## config.mk

```make
export PLATFORM = sky130hd
export DESIGN_NAME = riscv_boot_ctrl
export DESIGN_NICKNAME = d
export VERILOG_FILES = /design/src/rtl/riscv_boot_ctrl.sv
export SDC_FILE = /design/constraint.sdc
export NUM_CORES = 1
export LEC_CHECK = 0
export CORE_MARGIN = 2
export CORE_UTILIZATION = 30
export DETAILED_ROUTE_END_ITERATION = 16
export GPL_ROUTABILITY_DRIVEN = 0
export MAX_ROUTING_LAYER = met4
export SYNTH_ARGS = -nofsm -noshare
export SYNTH_HDL_FRONTEND = slang
export SYNTH_SLANG_ARGS = --single-unit
```

## constraint.sdc

```tcl
create_clock -name clk -period 15.27 [get_ports clk]
set_clock_uncertainty 0.1 [all_clocks]
set_input_delay 3.8175 -clock clk [delete_from_list [all_inputs] [get_ports clk]]
set_output_delay 3.8175 -clock clk [all_outputs]
set_load 0.005 [all_outputs]
```

## src/rtl/riscv_boot_ctrl.sv

```systemverilog
`default_nettype none
// ============================================================================
// Module   : riscv_boot_ctrl
// Purpose  : Boot/run controller for a RISC-V core. It streams program words
//            into instruction memory, holds the core in reset for a fixed
//            number of cycles, then releases it. While the core runs, the
//            controller watches the PC and reports completion on either a
//            self-loop halt or an exhausted cycle budget. A restart from DONE
//            reruns the already-loaded program.
// Ports    : clk, rst           - clock, asynchronous active-high reset
//            i_load_valid/_data/_last, o_load_ready - program word stream
//            i_restart          - rerun request (honoured only in DONE)
//            o_imem_we/_addr/_wdata - instruction memory write port
//            o_core_rst         - core reset, active-high
//            i_core_pc          - core program counter
//            o_run_cycles       - RUN cycles since last release (saturating)
//            o_done, o_status   - sticky completion flag and reason code
// Revision : 1.0 - initial release
// ============================================================================
module riscv_boot_ctrl #(
  parameter int XLEN        = 32,
  parameter int IMEM_DEPTH  = 256,
  parameter int ADDR_W      = 8,
  parameter int RST_HOLD    = 2,
  parameter int MAX_CYCLES  = 100,
  parameter int STALL_LIMIT = 4
) (
  input  logic              clk,
  input  logic              rst,
  input  logic              i_load_valid,
  input  logic [XLEN-1:0]   i_load_data,
  input  logic              i_load_last,
  output logic              o_load_ready,
  input  logic              i_restart,
  output logic              o_imem_we,
  output logic [ADDR_W-1:0] o_imem_addr,
  output logic [XLEN-1:0]   o_imem_wdata,
  output logic              o_core_rst,
  input  logic [XLEN-1:0]   i_core_pc,
  output logic [31:0]       o_run_cycles,
  output logic              o_done,
  output logic [1:0]        o_status
);

  typedef enum logic [2:0] {
    S_LOAD = 3'd0,
    S_HOLD = 3'd1,
    S_RUN  = 3'd2,
    S_DONE = 3'd3,
    S_ERR  = 3'd4
  } state_t;

  localparam logic [ADDR_W-1:0] c_LAST_ADDR  = ADDR_W'(IMEM_DEPTH - 1);
  localparam logic [ADDR_W-1:0] c_ADDR_ONE   = ADDR_W'(1);
  localparam logic [31:0]       c_HOLD_LAST  = 32'(RST_HOLD - 1);
  localparam logic [31:0]       c_MAX_CYCLES = 32'(MAX_CYCLES);
  localparam logic [31:0]       c_STALL_LIM  = 32'(STALL_LIMIT);

  localparam logic [1:0] c_ST_NONE    = 2'b00;
  localparam logic [1:0] c_ST_HALT    = 2'b01;
  localparam logic [1:0] c_ST_TIMEOUT = 2'b10;
  localparam logic [1:0] c_ST_OVFL    = 2'b11;

  state_t              r_state;
  logic                r_load_ready;
  logic                r_imem_we;
  logic [ADDR_W-1:0]   r_imem_addr;
  logic [XLEN-1:0]     r_imem_wdata;
  logic                r_core_rst;
  logic [31:0]         r_run_cycles;
  logic                r_done;
  logic [1:0]          r_status;
  logic [ADDR_W-1:0]   r_wr_ptr;
  logic [31:0]         r_hold_cnt;
  logic [31:0]         r_stall_cnt;
  logic [XLEN-1:0]     r_pc_q;
  logic                r_pc_valid;

  logic [31:0]         w_run_inc;
  logic [31:0]         w_stall_nxt;
  logic                w_handshake;

  assign w_handshake = i_load_valid & r_load_ready;

  // Saturating increment; MAX_CYCLES normally stops the run long before.
  assign w_run_inc = (r_run_cycles == 32'hFFFF_FFFF) ? r_run_cycles
                                                      : r_run_cycles + 32'd1;

  // The first RUN cycle only primes pc_q, so no stall can be counted there.
  assign w_stall_nxt = (r_pc_valid && (i_core_pc == r_pc_q)) ? r_stall_cnt + 32'd1
                                                             : 32'd0;

  always_ff @(posedge clk or posedge rst) begin
    if (rst) begin
      r_state      <= S_LOAD;
      r_load_ready <= 1'b1;
      r_imem_we    <= 1'b0;
      r_imem_addr  <= '0;
      r_imem_wdata <= '0;
      r_core_rst   <= 1'b1;
      r_run_cycles <= 32'd0;
      r_done       <= 1'b0;
      r_status     <= c_ST_NONE;
      r_wr_ptr     <= '0;
      r_hold_cnt   <= 32'd0;
      r_stall_cnt  <= 32'd0;
      r_pc_q       <= '0;
      r_pc_valid   <= 1'b0;
    end else begin
      r_imem_we <= 1'b0;
      case (r_state)
        S_LOAD: begin
          if (w_handshake) begin
            r_imem_we    <= 1'b1;
            r_imem_addr  <= r_wr_ptr;
            r_imem_wdata <= i_load_data;
            r_wr_ptr     <= r_wr_ptr + c_ADDR_ONE;
            // A last word in the final slot is a valid full program.
            if (i_load_last) begin
              r_state      <= S_HOLD;
              r_load_ready <= 1'b0;
              r_hold_cnt   <= 32'd0;
            end else if (r_wr_ptr == c_LAST_ADDR) begin
              r_state      <= S_ERR;
              r_load_ready <= 1'b0;
              r_done       <= 1'b1;
              r_status     <= c_ST_OVFL;
            end
          end
        end

        S_HOLD: begin
          if (r_hold_cnt == c_HOLD_LAST) begin
            r_state    <= S_RUN;
            r_core_rst <= 1'b0;
          end else begin
            r_hold_cnt <= r_hold_cnt + 32'd1;
          end
        end

        S_RUN: begin
          r_run_cycles <= w_run_inc;
          r_pc_q       <= i_core_pc;
          r_pc_valid   <= 1'b1;
          r_stall_cnt  <= w_stall_nxt;
          // Halt is tested first so it wins a same-cycle timeout.
          if (w_stall_nxt == c_STALL_LIM) begin
            r_state  <= S_DONE;
            r_done   <= 1'b1;
            r_status <= c_ST_HALT;
          end else if (w_run_inc >= c_MAX_CYCLES) begin
            r_state  <= S_DONE;
            r_done   <= 1'b1;
            r_status <= c_ST_TIMEOUT;
          end
        end

        S_DONE: begin
          // Core keeps running (core_rst low) until a restart; imem untouched.
          if (i_restart) begin
            r_state      <= S_HOLD;
            r_done       <= 1'b0;
            r_status     <= c_ST_NONE;
            r_run_cycles <= 32'd0;
            r_stall_cnt  <= 32'd0;
            r_pc_valid   <= 1'b0;
            r_core_rst   <= 1'b1;
            r_hold_cnt   <= 32'd0;
          end
        end

        S_ERR: begin
          // Terminal until rst.
        end

        default: begin
          r_state <= S_LOAD;
        end
      endcase
    end
  end

  assign o_load_ready = r_load_ready;
  assign o_imem_we    = r_imem_we;
  assign o_imem_addr  = r_imem_addr;
  assign o_imem_wdata = r_imem_wdata;
  assign o_core_rst   = r_core_rst;
  assign o_run_cycles = r_run_cycles;
  assign o_done       = r_done;
  assign o_status     = r_status;

endmodule
`default_nettype wire

```

==> reports/qor.txt <==
Ys async rst share - 100%
Hold-fix buffers at CTS - 0
Final WS setup - 8.68 ns
First-pass GRT wire length - 45400 um
Pwr per Cell Area - 79.6 nW/um^2
Lkg Pwr - 0.00536 uW
Post-Route WL - 26900 um
Slew @ Worst Pin - 1.04 ns
TritonCTS Sinks - 186
Hold Path Sink - o_imem_wdata[2]
Distinct cells, synth - 67
Synthesized instance count - 1193
Vias - 8906
Result of the run - complete, no violations
RSZ-0062 raised after global routing - false
Die Wd - 189 um
FF-to-FF setup slack - 11.30 ns
Slew Limit Headroom - 30.9%
WHS Path Cells - 2
Ant diodes - 0
Placed Instance Area - 12100 um^2
Hold Path Class - reg2reg
Min-delay src - o_imem_wdata[2]
Seq cells post-synth - 186
GRT Total Usage - 16.0%
Top-count cell post-synth - nand2_1
Nets - 1366
CP Launch Type - input port
VDD IR max - 0.0737 mV
1st-iter DRT viols - 568
Initial Util - 30.5%
Pin count of the biggest net entering global routing - 128
Resize count post-CTS - 0
Hold WS - 0.374 ns
DRC viols - 0
Via/cell ratio - 5.09
Initial antenna violation count - 0
Grt ovf - 0
Number of synthesized flops with an enable pin - 0
Synth area leader - dfrtp_1
Top cells by count, synth - 304 x nand2_1, 184 x dfrtp_1, 82 x o21ai_0
Wire per inst - 15.4 um
Final Non-Filler Cells - 1751
IO Pins - 147
Setup TNS Final - 0 ns
Htree depth - 4
CTS tree - yes
Achievable Freq - 0.152 GHz
Final max-slew violation count - 0
Top_reg_cell synth - dfrtp_1
Worst Path Max Fanout - 31
Clock Tree Buf Depth - 2
Row cnt - 67
Area growth from synthesis to layout - 23.4%
Die H - 189 um
Die Area - 35800 um^2
RR Startpoint - o_run_cycles[0]
Clk Latency, worst-skew pair - 0.44 ns
Fin crit share - 43.1%
Max-cap violations - 0
Placeable Area - 33700 um^2
Clock Tree Root - clkbuf_16
Number of nets still failing antenna checks after routing - 0
I/O Buffers - 146
Top cells by area, synth - dfrtp_1 45%, nand2_1 11%, xor2_1 5.7%
Reg2Reg Depth - 10
Post-synth net total - 1267
Final min period - 6.59 ns
Mapped Area - 10300 um^2
Vias in the first global route - 8877
DP Cell Count - 1721
Drt first pass iters - 5
R2R Path End - r_state[0]
# setup viols final - 0
Synth Warn # - 0
Sequential share of the synthesized area - 45.2%
Layout cells sized above 1 - 6.22%
CP endpoint kind - register
DP Worst Slack - 8.25 ns
Required time worst endpoint - 15.48 ns
CTS clk-pin slew, worst paths - 0.07 ns
Post-DP HPWL - 18100 um
Setup Crit Path Kind - in2reg
Final instance area - 12700 um^2
Setup bufs post-CTS - 0
Post-Syn Area per Cell - 8.63 um^2
Cts bufs inserted - 17
Final hold vios - 0
CP arrival - 6.80 ns
Post-synth top area share - 44.7%
-- worst max-delay path, cell delays in order --
cell and delay (ns):
clkdlybuf4s50_1 0.44, xor2_1 0.17, nor4_1 0.35, nand4_1 0.22
nor3_2 0.57, nand2_1 0.51, buf_4 0.39, o21ai_0 0.17
nand2_1 0.07, o41ai_1 0.08
-- registers in the layout, summed over array words and instances (netlist names) --
signal	cells
r_state	3
o_load_ready	1
r_pc_q	32
o_status	2
o_core_rst	1
r_wr_ptr	8
o_run_cycles	32
o_imem_addr	8
r_stall_cnt	32
r_hold_cnt	32
o_imem_we	1
o_imem_wdata	32
o_done	1
r_pc_valid	1
-- cell type report --
type / count / area (um^2)
clock buffers: 17 / 425
clock inverters: 13 / 195
fillers: 3421 / 21000
inverters: 12 / 52.6
multi-input cells: 921 / 5300
flip-flops and latches: 186 / 4660
well taps: 448 / 561
repair buffers: 154 / 1520
-- where the power goes --
part	switching (uW)	leakage, uW	total, uW	internal (uW)
combinational	16.8	0.00280	35.7	18.9
sequential	0.955	0.00225	494	493
clock	207	0.000303	482	275
total	225	0.00536	1010	787
-- routing by layer --
layer | vias to the layer above | track usage [%] | wire length (um)
met1 | 4312 | 20.6 | 12700
li1 | 4371 | - | -
met3 | 16 | 3.87 | 1440
met2 | 207 | 25.3 | 12600
met4 | 0 | 3.61 | 247
met5 | - | - | 0
-- worst max-delay path by stage --
| stage | startpoint | to | slack [ns] |
|---|---|---|---|
| floorplan | rst | o_done | 6.30 |
| global placement | i_core_pc[20] | r_stall_cnt[13] | 8.34 |
| detailed placement | i_core_pc[20] | r_stall_cnt[5] | 8.25 |
| CTS | i_core_pc[20] | r_stall_cnt[8] | 8.69 |
| global route | i_core_pc[20] | r_stall_cnt[4] | 8.45 |
| finish | i_core_pc[20] | r_stall_cnt[8] | 8.68 |
-- through the flow --
stage	total power (uW)	utilization, %
3_3_place_gp	540	35.9
2_1_floorplan	516	-
5_1_grt	1050	37.7
4_1_cts	1030	37.7
6_report	1010	37.7
3_5_place_dp	540	35.9
-- cells in the final DEF, fill, tap and decap left out, drive strengths merged, types with 5 or more instances in the layout --
cell type      count
a211oi             5
a21oi             37
a31oi             11
and2               9
and3              27
and4              11
buf                8
clkbuf            17
clkdlybuf4s50    146
clkinv             5
dfrtp            184
ha                 5
inv               15
nand2            304
nand2b             6
nand3             57
nand4             43
nor2              75
nor3              23
nor4              26
nor4b              6
o21ai             85
o31ai             20
o41ai             16
or2                5
or3                9
xnor2             34
xor2              67
-- cell families after synthesis --
family | share of synthesized area [%]
buffers and inverters | 3.48
and+or+nand+nor | 28.9
xor gates and xnor gates | 8.59
muxes | 0.292
adders and majority gates | 0.608
AOI/OAI and AO/OA | 12.9
DFF | 45.2
No activity file was read; power rests on OpenSTA's default activity.
